## config.mk

```make
export PLATFORM = sky130hd
export DESIGN_NAME = decode_stage
export DESIGN_NICKNAME = d
export VERILOG_FILES = /design/src/rtl/decode_stage.sv
export SDC_FILE = /design/constraint.sdc
export NUM_CORES = 1
export LEC_CHECK = 0
export CORE_MARGIN = 1.5
export CORE_UTILIZATION = 42
export DETAILED_ROUTE_END_ITERATION = 12
export PLACE_DENSITY = 0.72
export SLEW_MARGIN = 20
export SYNTH_ARGS = -nofsm -noshare
export SYNTH_HDL_FRONTEND = slang
export SYNTH_SLANG_ARGS = --single-unit
```

## constraint.sdc

```tcl
create_clock -name clk -period 2.65 [get_ports clk]
set_input_delay 0.3975 -clock clk [delete_from_list [all_inputs] [get_ports clk]]
set_output_delay 0.3975 -clock clk [all_outputs]
set_load 0.005 [all_outputs]
```

## src/rtl/decode_stage.sv

```systemverilog
// Single-issue decode stage: splits a packed instruction into a registered control/address bundle,
// with valid/ready handshake, a one-slot load-use interlock, a halt state and a saturating retire counter.
module decode_stage #(
  parameter  int NUM_REGS    = 12,
  parameter  int INSTR_WIDTH = 9,
  parameter  int RT_BASE     = 4,
  parameter  int RD_BASE     = 8,
  parameter  int ACC_REG     = 11,
  localparam int AW          = $clog2(NUM_REGS)
) (
  input  logic                   clk,
  input  logic                   rst_n,
  input  logic                   in_valid,
  output logic                   in_ready,
  input  logic [INSTR_WIDTH-1:0] instruction,
  input  logic                   flush,
  output logic                   out_valid,
  input  logic                   out_ready,
  output logic [2:0]             alu_op,
  output logic [AW-1:0]          rs_addr,
  output logic [AW-1:0]          rt_addr,
  output logic [AW-1:0]          rd_addr,
  output logic [2:0]             imm,
  output logic                   sel_imm,
  output logic                   reg_write,
  output logic                   branch,
  output logic                   mem_read,
  output logic                   mem_write,
  output logic                   mem2reg,
  output logic                   halt,
  output logic                   illegal,
  output logic [15:0]            retired_count
);

  localparam int SW = AW + 2;
  localparam logic [SW-1:0] NR  = SW'(NUM_REGS);
  localparam logic [SW-1:0] RTB = SW'(RT_BASE);
  localparam logic [SW-1:0] RDB = SW'(RD_BASE);
  localparam logic [SW-1:0] ACC = SW'(ACC_REG);

  typedef enum logic {RUN, HALTED} state_e;
  state_e state_q, state_d;

  logic [2:0] op, t1, t2;
  logic [1:0] fa, fb, fc;
  assign op = instruction[INSTR_WIDTH-1 -: 3];
  assign fa = instruction[5:4];
  assign fb = instruction[3:2];
  assign fc = instruction[1:0];
  assign t1 = instruction[5:3];
  assign t2 = instruction[2:0];

  logic [2:0]    d_alu, d_imm;
  logic [SW-1:0] d_rs, d_rt, d_rd;
  logic          d_sel, d_rw, d_br, d_mr, d_mw, d_m2r, d_halt, d_ill, d_lw;
  logic          use_rs, use_rt, use_rd, bad_op, bad_addr;

  always_comb begin
    d_alu = '0; d_imm = '0; d_rs = '0; d_rt = '0; d_rd = '0;
    d_sel = 1'b0; d_rw = 1'b0; d_br = 1'b0; d_mr = 1'b0; d_mw = 1'b0;
    d_m2r = 1'b0; d_halt = 1'b0; d_ill = 1'b0; d_lw = 1'b0;
    use_rs = 1'b0; use_rt = 1'b0; use_rd = 1'b0; bad_op = 1'b0;
    unique case (op)
      3'b000: begin
        d_rs = SW'(fa); use_rs = 1'b1;
        if (fc == 2'b11) begin
          d_alu = 3'd6; d_br = 1'b1;
        end else begin
          d_alu = {1'b0, fc};
          d_rt = SW'(fb) + RTB; use_rt = 1'b1;
          d_rd = ACC; use_rd = 1'b1; d_rw = 1'b1;
        end
      end
      3'b001: begin
        unique case (fc)
          2'b00: begin
            d_alu = 3'd6; d_rs = SW'(fb) + RTB; use_rs = 1'b1;
            d_rd = SW'(fa); use_rd = 1'b1;
            d_mr = 1'b1; d_m2r = 1'b1; d_rw = 1'b1; d_lw = 1'b1;
          end
          2'b01: begin
            d_alu = 3'd6; d_rs = SW'(fa); use_rs = 1'b1;
            d_rt = SW'(fb) + RTB; use_rt = 1'b1; d_mw = 1'b1;
          end
          default: bad_op = 1'b1;
        endcase
      end
      3'b010: begin
        d_alu = 3'd3; d_rs = SW'(fa); use_rs = 1'b1;
        d_rt = SW'(fb) + RTB; use_rt = 1'b1;
        d_rd = SW'(fc) + RDB; use_rd = 1'b1; d_rw = 1'b1;
      end
      3'b011: begin
        d_alu = 3'd3; d_rs = SW'(fa); use_rs = 1'b1;
        d_rd = SW'(fb) + RDB; use_rd = 1'b1;
        d_imm = {1'b0, fc}; d_sel = 1'b1; d_rw = 1'b1;
      end
      3'b100: begin
        d_alu = 3'd6; d_rs = SW'(t2) + RTB; use_rs = 1'b1;
        d_rd = SW'(t1); use_rd = 1'b1; d_rw = 1'b1;
      end
      3'b101: begin
        d_alu = 3'd6; d_rs = SW'(t1); use_rs = 1'b1;
        d_rd = SW'(t2) + RTB; use_rd = 1'b1; d_rw = 1'b1;
      end
      3'b110: bad_op = 1'b1;
      default: d_halt = 1'b1;
    endcase
    bad_addr = (use_rs && d_rs >= NR) || (use_rt && d_rt >= NR) || (use_rd && d_rd >= NR);
    // Illegal encodings collapse to an all-zero bundle that reads no registers
    if (bad_op || bad_addr) begin
      d_alu = '0; d_imm = '0; d_rs = '0; d_rt = '0; d_rd = '0;
      d_sel = 1'b0; d_rw = 1'b0; d_br = 1'b0; d_mr = 1'b0; d_mw = 1'b0;
      d_m2r = 1'b0; d_halt = 1'b0; d_lw = 1'b0; d_ill = 1'b1;
      use_rs = 1'b0; use_rt = 1'b0; use_rd = 1'b0;
    end
  end

  logic          out_valid_q, out_valid_d, lw_v_q, lw_v_d, lu_stall, accept, xfer;
  logic [AW-1:0] lw_rd_q;
  logic [15:0]   cnt_q, cnt_d;

  assign lu_stall = lw_v_q && in_valid &&
                    ((use_rs && d_rs[AW-1:0] == lw_rd_q) || (use_rt && d_rt[AW-1:0] == lw_rd_q));

  always_ff @(posedge clk or negedge rst_n) begin
    if (!rst_n) state_q <= RUN;
    else        state_q <= state_d;
  end

  always_comb begin
    state_d = state_q;
    if (flush)                                      state_d = RUN;
    else if (state_q == RUN && accept && d_halt)    state_d = HALTED;
  end

  always_comb begin
    in_ready = (state_q == RUN) && !lu_stall && (!out_valid_q || out_ready);
    accept   = in_valid && in_ready && !flush;
  end

  assign xfer        = out_valid_q && out_ready && !illegal && !flush;
  assign cnt_d       = (xfer && cnt_q != 16'hFFFF) ? cnt_q + 16'd1 : cnt_q;
  assign lw_v_d      = accept && d_lw;
  assign out_valid_d = flush ? 1'b0 : accept ? 1'b1 : out_ready ? 1'b0 : out_valid_q;

  always_ff @(posedge clk or negedge rst_n) begin
    if (!rst_n) begin
      out_valid_q <= 1'b0; lw_v_q <= 1'b0; lw_rd_q <= '0; cnt_q <= '0;
      alu_op <= '0; rs_addr <= '0; rt_addr <= '0; rd_addr <= '0; imm <= '0;
      sel_imm <= 1'b0; reg_write <= 1'b0; branch <= 1'b0; mem_read <= 1'b0;
      mem_write <= 1'b0; mem2reg <= 1'b0; halt <= 1'b0; illegal <= 1'b0;
    end else begin
      out_valid_q <= out_valid_d;
      lw_v_q      <= lw_v_d;
      cnt_q       <= cnt_d;
      if (lw_v_d) lw_rd_q <= d_rd[AW-1:0];
      if (accept) begin
        alu_op <= d_alu; rs_addr <= d_rs[AW-1:0]; rt_addr <= d_rt[AW-1:0];
        rd_addr <= d_rd[AW-1:0]; imm <= d_imm; sel_imm <= d_sel; reg_write <= d_rw;
        branch <= d_br; mem_read <= d_mr; mem_write <= d_mw; mem2reg <= d_m2r;
        halt <= d_halt; illegal <= d_ill;
      end
    end
  end

  assign out_valid     = out_valid_q;
  assign retired_count = cnt_q;

endmodule

```

# ---- Yosys cells after proc, flatten, opt, wreduce, memory -nomap -nowiden
# Index checks and enable logic that the tools add are counted.
dict set report totals {
  inputBits 14
  mem_bits_ro 0
  n_memories 0
  register_bits 48
  latchBits 0
  out_inout_bits 44
  ram_bits 0
}
dict set report op_classes {
  div 0
  multipliers 0
  bitwise_logic 1
  add_sub_neg 5
  n_mux 46
  n_shift 0
  n_eq_ne 11
  magnitude_cmp 3
  reduce_logical 38
}
# op n
set ops {}
lappend ops {{5-bit one-hot mux with 6 select lines} 1}
lappend ops {{1-bit 2-to-1 mux} 25}
lappend ops {{4-bit 2-to-1 mux} 6}
lappend ops {{1-bit logical AND} 18}
lappend ops {{16-bit by 1-bit adder with 16-bit output (second input constant)} 1}
lappend ops {{16-bit != test (second input constant)} 1}
lappend ops {{4-bit one-hot mux with 4 select lines} 1}
lappend ops {{6-bit by 4-bit >= comparator with 1-bit output (second input constant)} 2}
lappend ops {{3-bit 2-to-1 mux} 4}
lappend ops {{3-bit one-hot mux with 4 select lines} 1}
lappend ops {{4-bit one-hot mux with 3 select lines} 1}
lappend ops {{2-bit by 4-bit adder with 5-bit output (second input constant)} 2}
lappend ops {{3-bit == test (second input constant)} 3}
lappend ops {{4-bit == test} 2}
lappend ops {{4-bit one-hot mux with 2 select lines} 1}
lappend ops {{7-bit OR reduction} 1}
lappend ops {{3-bit by 2-bit == test with 1-bit output (second input constant)} 2}
lappend ops {{1-bit one-hot mux with 3 select lines} 2}
lappend ops {{2-bit OR reduction} 3}
lappend ops {{5-bit by 4-bit >= comparator with 1-bit output (second input constant)} 1}
lappend ops {{1-bit logical OR} 5}
lappend ops {{5-bit OR reduction} 1}
lappend ops {{2-bit by 3-bit adder with 4-bit output (second input constant)} 1}
lappend ops {{3-bit by 3-bit adder with 4-bit output (second input constant)} 1}
lappend ops {{other kinds (13)} 18}

# ---- Depth between registers and ports, before layout
# Gate-level depths: netlist (run 1).
dict set report depth {
  ltp_word 22
  ltp_mapped 10
}

# ---- Worst setup path before layout (run 1)
# No wires, ideal clock.
dict set report synth_timing {
  path_kind {input -> register}
  startpoint {input instruction[8]}
  endpoint {register lw_rd_q[0]}
  cell_stages 9
  arrival_ns 2.144
  path_slack_ns 0.379
  setup_ns 0.127
  n_path_buf 2
  required_ns 2.523
  path_cell_list {buf_4 > nor2_2 > and3_4 > a221oi_2 > xnor2_1 > nor4b_4 > or3_1 > buf_2 > mux2_1}
}
dict set report synth_via {
  elab_chain_len 19
}
# item line_no
set synth_lines {}
lappend synth_lines {{start: declaration} 15} ;# input logic [INSTR_WIDTH-1:0] instruction,
lappend synth_lines {{3-bit by 2-bit == test with 1-bit output / 3-bit zero test (equally long branches)} 63} ;# unique case (op)
lappend synth_lines {{3-bit OR reduction (no line)} n/a}
lappend synth_lines {{4-bit one-hot mux with 4 select lines} 63}
lappend synth_lines {{6-bit by 4-bit >= comparator with 1-bit output} 109} ;# bad_addr = (use_rs && d_rs >= NR) || (use_rt && d_rt >= NR) || (use_rd && d_rd >= NR);
lappend synth_lines {{1-bit logical AND} 109}
lappend synth_lines {{1-bit logical OR (2 in series)} 109}
lappend synth_lines {{1-bit logical OR} 111} ;# if (bad_op || bad_addr) begin
lappend synth_lines {{4-bit 2-to-1 mux} 111}
lappend synth_lines {{4-bit == test} 124} ;# ((use_rs && d_rs[AW-1:0] == lw_rd_q) || (use_rt && d_rt[AW-1:0] == lw_rd_q));
lappend synth_lines {{1-bit logical AND} 124}
lappend synth_lines {{1-bit logical OR} 124}
lappend synth_lines {{1-bit logical AND} 123} ;# assign lu_stall = lw_v_q && in_valid &&
lappend synth_lines {{1-bit zero test} 138} ;# in_ready = (state_q == RUN) && !lu_stall && (!out_valid_q || out_ready);
lappend synth_lines {{1-bit logical AND (2 in series)} 138}
lappend synth_lines {{1-bit logical AND (2 in series)} 139} ;# accept = in_valid && in_ready && !flush;
lappend synth_lines {{1-bit logical AND} 144} ;# assign lw_v_d = accept && d_lw;
lappend synth_lines {{end signal: assignment} 157} ;# if (lw_v_d) lw_rd_q <= d_rd[AW-1:0];
lappend synth_lines {{end: declaration} 120} ;# logic [AW-1:0] lw_rd_q;
# Parallel ways exist; a longest one is shown, timed or not.
# A chain may end at the register's enable or synchronous reset.

# ---- Worst setup path after layout (run 1)
dict set report layout_timing {
  startpoint {input instruction[1]}
  endpoint {output in_ready}
}
dict set report layout_via {
  elab_chain_len 16
}
# item line_no
set layout_lines {}
lappend layout_lines {{branches (longest 11 deep; another with 6-bit by 4-bit >= comparator with 1-bit output)} n/a}
lappend layout_lines {{1-bit logical OR *} 124}
lappend layout_lines {{1-bit logical AND *} 123}
lappend layout_lines {{1-bit zero test *} 138}
lappend layout_lines {{1-bit logical AND * (2 in series)} 138}
lappend layout_lines {{end: declaration} 14} ;# output logic in_ready,
# Mark *: on every way between the ends.

==> results of run 1 <==
[area by class of cell]
cell class	instances	area [um^2]	share of cell area, %
Clock inverter	3	45.0	1.22
Tap cell	75	93.8	2.54
Sequential cell	46	1150	31.2
Inverter	15	56.3	1.53
Timing Repair Buffer	102	923	25.0
Multi-Input combinational cell	173	1350	36.6
Clock buffer	5	68.8	1.87
[cells in the mapped netlist (3+ instances only)]
master	number	area (um^2)
o22ai_1	3	18.8
xor2_1	6	52.6
dfrtp_1	46	1150
nor2_1	16	60.1
a31oi_1	4	25.0
nand4_1	3	18.8
and2_1	5	31.3
nor3_1	7	35.0
xnor2_1	12	105
nand2b_1	7	43.8
mux2_4	12	180
nor3b_1	3	22.5
buf_2	5	25.0
inv_1	15	56.3
clkbuf_1	3	11.3
a21oi_1	7	35.0
mux2i_1	10	100
mux2_2	3	33.8
nand3_1	11	55.1
o21ai_0	6	30.0
nand2_1	23	86.3
buf_4	4	30.0
[routing by layer]
metal | GRT usage (%) | up-vias
met5 | 0 | -
met4 | 6.03 | 0
met3 | 3.82 | 8
met2 | 36.8 | 59
met1 | 26.2 | 1016
li1 | - | 1044
[sequential cells by signal, indices dropped and copies added (netlist names)]
name and flops:
illegal 1, rs_addr 4, lw_rd_q 4, sel_imm 1, mem_write 1, reg_write 1
out_valid 1, rd_addr 4, halt 1, mem2reg 1, branch 1, alu_op 3
state_q 1, rt_addr 3, retired_count 16, lw_v_q 1, imm 2
[path summary, 6_finish.rpt]
kind / to / from / slack, ns
setup reg to reg: lw_rd_q[0]$_DFFE_PN0P_ / lw_rd_q[3]$_DFFE_PN0P_ / 0.40
min in group clk: retired_count[9]$_DFFE_PN0P_ / retired_count[9]$_DFFE_PN0P_ / 0.49
hold reg to reg: retired_count[9]$_DFFE_PN0P_ / retired_count[9]$_DFFE_PN0P_ / 0.49
max in group asynchronous: branch$_DFFE_PN0P_ / rst_n / 1.87
hold / removal: retired_count[11]$_DFFE_PN0P_ / rst_n / 0.07
setup / recovery: in_ready / instruction[1] / 0.07
[cells by family after synthesis]
group | after synthesis
buffers and inverters | 29
xor gates and xnor gates | 18
and+or+nand+nor | 88
muxes | 27
AOI/OAI and AO/OA | 36
adders and majority gates | 2
DFF | 46
other | 1
[power groups by stage]
stage	logic, mW	registers (mW)	clock network [mW]
3_3_place_gp	0.482	0.860	0
6_report	0.525	0.850	0.524
2_1_floorplan	0.205	0.858	0
3_5_place_dp	0.488	0.863	0
5_1_grt	0.573	0.863	0.570
4_1_cts	0.518	0.851	0.551
[what timing repair did]
item,CTS,global route
endpoints found under the setup margin,1,1
resized for setup,23,14
gates cloned,1,0
pin swaps,8,7
hold buffers,0,0
buffers inserted,5,1
hold endpoints to repair,0,0
[per-stage QoR]
stage / instances / util [%]
final: 419 / 62.6
after global routing: 419 / 62.6
after CTS: 418 / 62.0
after detailed placement: 404 / 58.1
after global placement: 404 / 58.1
after floorplan: 248 / -
==> summary.md, run 1 <==
| Metric | Value |
|---|---|
| Place WS | `-0.534 ns` |
| Cell Area, Placed | `approximately 3400 um^2` |
| Register area share after synthesis | `45.3%` |
| Post-layout power | `1.90 mW` |
| Outcome | `completed` |
| CP Data Arrival Time | `2.18 ns` |
| Mean area per synthesized cell | `around 10 um^2` |
| Synth Area in XOR/XNOR | `6.21%` |
| Vias in the first global route | `2150` |
| Commonest non-fill, non-tap cell in the layout | `dfrtp_1` |
| Syn. warnings | `0` |
| Placed wire-length estimate | `approximately 4400 um` |
| CP Buf/Inv Count | `2` |
| Combinational power share | `about 28%` |
| Combinational family with the most area after synthesis | `simple AND/OR/NAND/NOR gates` |
| GP Congestion | `around 0.9` |
| WHS | `0.0670 ns` |
| Pwr/cell area | `about 520 nW/um^2` |
| Final WL | `about 6200 um` |
| Top sig layer | `met4` |
| WP data required | `approximately 2.3 ns` |
| Max-capacitance violation count | `0` |
| Synthesized flop and latch total | `46` |
| Antenna-violating nets left | `0` |
| Routed length on met2 | `about 3100 um` |
| TNS Setup | `0 ns` |
| CP Cell Sequence | `dlygate4sd2_1 -> nor2_2 -> and3_4 -> a221oi_4 -> xnor2_2 -> nor3_2 -> o211ai_1 -> and3b_1 -> dlygate4sd2_1` |
| Reg clk slew, reported paths | `approximately 0.080 ns` |
| Fin. max-slew vios | `0` |
| Grt ovf | `0` |
| CTS Buf Count | `5` |
| Initial Util | `roughly 43%` |
| Simple-Gate Fraction of Synth Area | `approximately 19%` |
| CTS Sinks | `between 40 and 50` |
| Drt pass-1 iters | `4` |
| CTS tree | `built` |
| Part of the power in registers | `approximately 45%` |
| Core Area | `roughly 6000 um^2` |
| Tmin final | `between 2 and 3 ns` |
| Die X | `80.7 um` |
| Post-Syn Instances | `around 250` |
| Clock share of power | `between 20% and 30%` |
| CP Class | `primary input to output pin` |
| CP max FO | `3` |
| Antenna Diode Count | `0` |
| Slew at the pin closest to its max-slew limit | `~0.53 ns` |
| Clock Tree Root | `clkbuf_8` |
| Setup violators final | `0` |
| Crit. path cell count | `9` |
| CP most frequent cell | `dlygate4sd2_1` |
| Layout area overhead | `45.2%` |
| Crit share post-route | `97.4%` |
| Fin nets | `about 360` |
| Cell Rows | `28` |
| VDD IR max | `~0.00027 V` |
| DR iter-0 viols | `105` |
| Switching fraction of total power | `between 20 and 30%` |
| Hold WC Path Type | `primary input to asynchronous set/reset pin` |
| Post-synth EDFFs | `0` |
| Reg2reg path depth | `9` |
| Synth unique cells | `50` |
| Maximum buffer depth of the clock tree | `2` |
| Largest net degree at the start of global routing | `25` |
| Max_slew headroom | `64.6%` |
| Lkg Pwr | `1.68 nW` |
| Die ar. | `between 6000 and 7000 um^2` |
| Total Routing Usage GR | `20.9%` |
| Ys flop type | `dfrtp_1` |
| Drt wl/cell | `between 10 and 15 um` |
| CP peak stage delay | `between 0.3 and 0.4 ns` |
| Slowest cell on the critical path | `a221oi_4` |
| Worst path top cell family by delay | `simple AND/OR/NAND/NOR gates` |
| I/O pin count | `58` |
| Clock latency on the worst-skew pair | `around 0.30 ns` |
| Area of the mapped netlist | `between 2000 and 3000 um^2` |
| Met3 routed wirelength | `~270 um` |
| Sw power | `around 520 uW` |
| DRC Markers | `0` |
| Setup WS post-layout | `0.0679 ns` |
| First-pass GRT wire length | `around 10000 um` |
| Initial antenna violation count | `0` |
| Mux contribution to synthesized area | `13.3%` |
| Design Area, Final | `around 3700 um^2` |
| Synth Area in Adders | `less than 1%` |
| Average vias per placed instance | `a little over 5` |
| PortBufs | `between 50 and 60` |
| Die H | `about 80 um` |
| Via count | `2127` |
| Met1 wire length | `~2800 um` |
| Fillers | `between 400 and 500` |
| Hold Vio Cnt, Final | `0` |
| Asr flop ratio synth | `100%` |
| Max Freq | `approximately 390 MHz` |
| Share of cells above drive strength 1 | `a little over a quarter` |
| CP Capture Type | `output pin` |
| Post-synthesis compound-gate area fraction | `9.91%` |
| Most frequent cells in the layout | `dfrtp_1 (46), clkdlybuf4s50_1 (44), buf_4 (41)` |
| H-Tree Depth | `2` |
| Setup Skew | `around 0.0047 ns` |
| Worst setup SP type | `primary input` |
| Int Pwr | `between 1 and 1.5 mW` |
No activity file was read; power rests on OpenSTA's default activity.
==> run 2: changes to the inputs <==
- MAX_ROUTING_LAYER: default -> met4
==> run 2 against run 1 <==
Effect of this change: first-iteration DRC count is 38% lower; register-to-register slack hardly changed; power is 7.2% lower; final area is 2.0% lower; core utilization is 1.3 points lower; highest routed layer unchanged.
==> summary.md, run 2 (synthesized netlist as in run 1, its figures left out) <==
| Metric | Value |
|---|---|
| Die ar. | `6520 um^2 (unchanged)` |
| Placed wire-length estimate | `4450 um (about the same)` |
| Total Routing Usage GR | `20.0% (-0.95 points)` |
| Reg clk slew, reported paths | `0.08 ns (about the same)` |
| Layout area overhead | `42.3%` |
| CP Cell Sequence | `dlygate4sd2_1 -> nor2_2 -> and3_4 -> a221oi_4 -> xnor2_2 -> nor3_2 -> o211ai_1 -> and3b_1 -> dlygate4sd2_1` |
| CP Capture Type | `output pin` |
| VDD IR max | `0.000267 V (about the same)` |
| Slew at the pin closest to its max-slew limit | `0.541 ns (+0.00969 ns)` |
| DRC Markers | `0 (unchanged)` |
| H-Tree Depth | `2 (unchanged)` |
| GP Congestion | `0.867 (-5.3%)` |
| Initial antenna violation count | `0 (unchanged)` |
| Maximum buffer depth of the clock tree | `2 (unchanged)` |
| CP Data Arrival Time | `2.13 ns (-0.05 ns)` |
| Hold Vio Cnt, Final | `0 (unchanged)` |
| Antenna Diode Count | `0 (unchanged)` |
| Largest net degree at the start of global routing | `25 (unchanged)` |
| Via count | `2122 (-0.24%)` |
| Tmin final | `2.53 ns (-0.0502 ns)` |
| Max Freq | `395 MHz (+2.0%)` |
| Worst path top cell family by delay | `simple AND/OR/NAND/NOR gates` |
| Hold WC Path Type | `primary input to asynchronous set/reset pin` |
| CP Class | `primary input to output pin` |
| CTS Buf Count | `5 (unchanged)` |
| Most frequent cells in the layout | `dfrtp_1 (46), clkdlybuf4s50_1 (44), buf_4 (39)` |
| CP most frequent cell | `dlygate4sd2_1` |
| Lkg Pwr | `1.67 nW (-0.85%)` |
| Slowest cell on the critical path | `a221oi_4` |
| Initial Util | `43.1% (unchanged)` |
| Largest register FFs | `16 (unchanged)` |
| Cell Rows | `28 (unchanged)` |
| DR iter-0 viols | `65 (-38%)` |
| CP max FO | `3 (unchanged)` |
| WP data required | `2.25 ns (about the same)` |
| Fin. max-slew vios | `0 (unchanged)` |
| Pwr/cell area | `488 nW/um^2 (-5.2%)` |
| Cell Area, Placed | `3430 um^2 (+0.22%)` |
| Antenna-violating nets left | `0 (unchanged)` |
| Outcome | `completed` |
| First-pass GRT wire length | `9750 um (-6.5%)` |
| Max-capacitance violation count | `0 (unchanged)` |
| Commonest non-fill, non-tap cell in the layout | `dfrtp_1` |
| Setup violators final | `0 (unchanged)` |
| Drt wl/cell | `14.4 um (-3.6%)` |
| Average vias per placed instance | `5.11 (+0.73%)` |
| CP Buf/Inv Count | `2 (unchanged)` |
| CTS Sinks | `46 (unchanged)` |
| Worst setup SP type | `primary input` |
| Crit share post-route | `95.5% (-1.9 points)` |
| Die X | `80.7 um (unchanged)` |
| CTS tree | `built` |
| PortBufs | `55 (unchanged)` |
| Share of cells above drive strength 1 | `25.6% (-1.7 points)` |
| Core Area | `5890 um^2 (unchanged)` |
| Clock latency on the worst-skew pair | `0.30 ns (about the same)` |
| Vias in the first global route | `2050 (-4.7%)` |
| Design Area, Final | `3610 um^2 (-2.0%)` |
| Final WL | `5970 um (-4.5%)` |
| Setup Skew | `0.00571 ns (+0.00101 ns)` |
| Fin nets | `355 (-0.84%)` |
| TNS Setup | `0 ns (unchanged)` |
| Grt ovf | `0 (unchanged)` |
| CP peak stage delay | `0.34 ns (-0.03 ns)` |
| I/O pin count | `58 (unchanged)` |
| Clock Tree Root | `clkbuf_8` |
| Die H | `80.7 um (unchanged)` |
| Drt pass-1 iters | `4 (unchanged)` |
| Max_slew headroom | `64.0% (-0.65 points)` |
run 2: changes by cell type in the layout (fill, tap and decap cells not counted), sizes merged:
cell,change
dlymetal6s2s,+1
clkbuf,+1
dlygate4sd2,-2
buf,-3
bufinv,-1
clkinvlp,-2
clkinv,+2
run 2: power by group:
part / switching (mW) / internal (mW) / total, mW / leakage (nW)
logic: 0.192 / 0.315 / 0.507 / 1.01
clock network: 0.230 / 0.177 / 0.407 / 0.0438
registers: 0.0689 / 0.780 / 0.849 / 0.612
run 2: per-stage QoR:
step / cells / hold WS [ns] / setup WS [ns] / power, mW / utilization [%]
finish: 415 / 0.0695 / 0.118 / 1.76 / 61.4
global route: 415 / 0.101 / -0.000665 / 1.86 / 61.4
CTS: 414 / 0.0818 / 0.00101 / 1.78 / 60.9
detailed placement: 405 / 0.418 / -0.524 / 1.35 / 58.2
global placement: 405 / 0.403 / -0.481 / 1.34 / 58.2
floorplan: 248 / 0.102 / 0.379 / 1.06 / -
run 2: final timing paths:
path	startpoint	endpoint	slack (ns)	depth (start not counted)
hold reg to reg	retired_count[15]$_DFFE_PN0P_	retired_count[15]$_DFFE_PN0P_	0.50	1
hold / removal	rst_n	retired_count[10]$_DFFE_PN0P_	0.07	1
setup / recovery	instruction[8]	in_ready	0.12	9
setup reg to reg	lw_rd_q[3]$_DFFE_PN0P_	lw_rd_q[1]$_DFFE_PN0P_	0.41	9
max in group asynchronous	rst_n	reg_write$_DFFE_PN0P_	1.87	2
min in group clk	retired_count[15]$_DFFE_PN0P_	retired_count[15]$_DFFE_PN0P_	0.50	1
run 2: layer usage:
layer  share of wire [%]  wire length, um  global-route usage, %  vias to the layer above
met5                   0                0                      -                        -
met4                0.64               38                   3.62                        0
met3                 5.0              299                   3.15                        2
met2                  50             2990                   34.8                       64
met1                  44             2640                   24.8                     1022
li1                    -                -                      -                     1034
run 2: final cells by class:
cell class / instances / area [um^2]
fill: 509 / 2270
multi-input combinational: 173 / 1340
sequential: 46 / 1150
timing repair buffer: 99 / 897
tap: 75 / 93.8
clock buffer: 5 / 68.8
inverter: 15 / 56.3
clock inverter: 2 / 10.0
run 2: worst reg2reg max path: cells and delay by family, from the launching register on:
kind | cells | cell delay, ns
AND/OR/NAND/NOR | 3 | 0.65
buffers and inverters | 2 | 0.27
AO/OA/AOI/OAI | 3 | 0.45
flip-flops | 1 | 0.42
multiplexers | 1 | 0.35
run 2: timing repair:
action	in CTS	in global routing
pin swaps	5	6
buffers inserted	2	1
gates cloned	0	0
gates resized for setup	20	13
endpoints found under the setup margin	1	12
hold buffers	0	0
hold endpoints to repair	0	0
==> run 3: changes to the inputs <==
- CELL_PAD_IN_SITES_DETAIL_PLACEMENT: default -> 1
- CELL_PAD_IN_SITES_GLOBAL_PLACEMENT: default -> 1
- CORE_UTILIZATION: 42 -> 38
- PLACE_DENSITY: 0.72 -> 0.82
==> run 3 against run 2 <==
Effect of this change: final area is 1.8% higher; combinational power is 6.5% higher; core utilization fell by 3.8 points.
==> summary.md, run 3 (synthesized netlist as in run 1, its figures left out) <==
| Metric | Value |
|---|---|
| Outcome | `completed` |
| Core Area | `6390 um^2 (+8.5%)` |
| Initial Util | `39.8% (-3.4 points)` |
| Antenna Diode Count | `0 (unchanged)` |
| Vias in the first global route | `2345 (+14%)` |
| Cell Area, Placed | `3420 um^2 (-0.29%)` |
| Largest register FFs | `16 (unchanged)` |
| Slowest cell on the critical path | `a221oi_4` |
| GP Congestion | `0.883 (+1.8%)` |
| CP most frequent cell | `dlygate4sd2_1` |
| WP data required | `2.25 ns (about the same)` |
| Antenna-violating nets left | `0 (unchanged)` |
| Initial antenna violation count | `0 (unchanged)` |
| Met1 wire length | `3200 um (+21%)` |
| Pwr/cell area | `525 nW/um^2 (+7.5%)` |
| DRC Markers | `0 (unchanged)` |
| Share of cells above drive strength 1 | `28.7% (+3.1 points)` |
| Max Freq | `387 MHz (-2.0%)` |
| Clock Tree Root | `clkbuf_8` |
| CTS Buf Count | `5 (unchanged)` |
| Routed length on met2 | `3630 um (+21%)` |
| CTS tree | `built` |
| H-Tree Depth | `2 (unchanged)` |
| Most frequent cells in the layout | `dfrtp_1 (46), clkdlybuf4s50_1 (44), buf_4 (44)` |
| Largest net degree at the start of global routing | `47 (+88%)` |
| Setup violators final | `0 (unchanged)` |
| Crit share post-route | `97.5% (+2.0 points)` |
| CP Class | `primary input to output pin` |
| Layout area overhead | `44.9%` |
| Clock latency on the worst-skew pair | `0.31 ns (about the same)` |
| Fin. max-slew vios | `0 (unchanged)` |
| Grt ovf | `0 (unchanged)` |
| WHS | `0.0810 ns (+0.0115 ns)` |
| Lkg Pwr | `1.69 nW (+1.3%)` |
| VDD IR max | `0.000347 V (+30%)` |
| Drt pass-1 iters | `4 (unchanged)` |
| Final WL | `7280 um (+22%)` |
| I/O pin count | `58 (unchanged)` |
| Fillers | `713 (+40%)` |
| Die H | `84.7 um (+4.9%)` |
| Fin nets | `359 (+1.1%)` |
| CP Buf/Inv Count | `3 (+1)` |
| Total Routing Usage GR | `22.1% (+2.1 points)` |
| Slew at the pin closest to its max-slew limit | `0.573 ns (+0.0328 ns)` |
| Worst path top cell family by delay | `buffers and inverters` |
| Drt wl/cell | `17.2 um (+20%)` |
| Hold WC Path Type | `primary input to asynchronous set/reset pin` |
| Worst setup SP type | `primary input` |
| PortBufs | `55 (unchanged)` |
| CP peak stage delay | `0.34 ns (about the same)` |
| CTS Sinks | `46 (unchanged)` |
| First-pass GRT wire length | `11900 um (+22%)` |
| Max_slew headroom | `61.8% (-2.2 points)` |
| CP Data Arrival Time | `2.19 ns (+0.06 ns)` |
| CP max FO | `4 (+1)` |
| DR iter-0 viols | `62 (-4.6%)` |
| Design Area, Final | `3680 um^2 (+1.8%)` |
| Maximum buffer depth of the clock tree | `2 (unchanged)` |
| Die X | `84.7 um (+4.9%)` |
| Via count | `2205 (+3.9%)` |
| Average vias per placed instance | `5.23 (+2.2%)` |
| Cell Rows | `29 (+3.6%)` |
| Met3 routed wirelength | `281 um (-6.0%)` |
| Reg clk slew, reported paths | `0.09 ns (about the same)` |
| Tmin final | `2.58 ns (+0.0519 ns)` |
| Placed wire-length estimate | `5240 um (+18%)` |
| Hold Vio Cnt, Final | `0 (unchanged)` |
| CP Capture Type | `output pin` |
| RSZ-0062 raised after global routing | `no` |
| Setup Skew | `0.00713 ns (+0.00142 ns)` |
| Top sig layer | `met4` |
| Commonest non-fill, non-tap cell in the layout | `dfrtp_1` |
| CP Cell Sequence | `dlygate4sd2_1 -> buf_4 -> a221oi_4 -> xnor2_2 -> nor3_2 -> o211ai_1 -> and3b_1 -> dlygate4sd2_1` |
| Die ar. | `7180 um^2 (+10%)` |
| Max-capacitance violation count | `0 (unchanged)` |
-- run 3: through the flow --
stage               utilization (%)  setup TNS, ns  total power, mW  setup slack [ns]  cells
finish                         57.6              0             1.93            0.0662    422
global route                   57.6              0             2.02            0.0101    422
CTS                            57.4              0             1.95            0.0105    421
detailed placement             53.5          -6.00             1.37            -0.566    407
global placement               53.5          -3.97             1.35            -0.428    407
floorplan                         -              0             1.06             0.379    248
-- run 3: report_power, final --
part	switching [mW]	internal [mW]
registers	0.0728	0.780
logic	0.214	0.326
clock network	0.256	0.283
-- run 3: final cells by class --
class / instances / area (um^2) / share of cell area [%]
Multi-Input combinational cell: 173 / 1360 / 36.9
Inverter: 15 / 56.3 / 1.53
Clock inverter: 3 / 43.8 / 1.19
Tap cell: 77 / 96.3 / 2.62
Timing Repair Buffer: 103 / 905 / 24.6
Clock buffer: 5 / 68.8 / 1.87
Sequential cell: 46 / 1150 / 31.3
-- run 3: final timing paths --
kind                                         startpoint                      endpoint  slack, ns  cells after the start
min                                               rst_n  retired_count[9]$_DFFE_PN0P_       0.08                      1
min in group clk           retired_count[9]$_DFFE_PN0P_  retired_count[9]$_DFFE_PN0P_       0.51                      1
max                                      instruction[2]                      in_ready       0.07                      8
max reg2reg                      lw_rd_q[3]$_DFFE_PN0P_        lw_rd_q[1]$_DFFE_PN0P_       0.47                      8
min reg2reg                retired_count[9]$_DFFE_PN0P_  retired_count[9]$_DFFE_PN0P_       0.51                      1
max in group asynchronous                         rst_n         alu_op[0]$_DFFE_PN0P_       2.18                      1
-- run 3: per-layer routing --
layer | up-vias | global-route usage (%)
met5 | - | -
met4 | 0 | 7.62
met3 | 16 | 3.83
met2 | 57 | 36.7
met1 | 1094 | 27.1
li1 | 1038 | -
-- run 3: what timing repair did --
item | in CTS | in global routing
cloned | 1 | 0
hold buffers | 0 | 0
resized for setup | 29 | 14
buffers inserted | 5 | 1
endpoints found under the setup margin | 1 | 1
pin swaps | 8 | 3
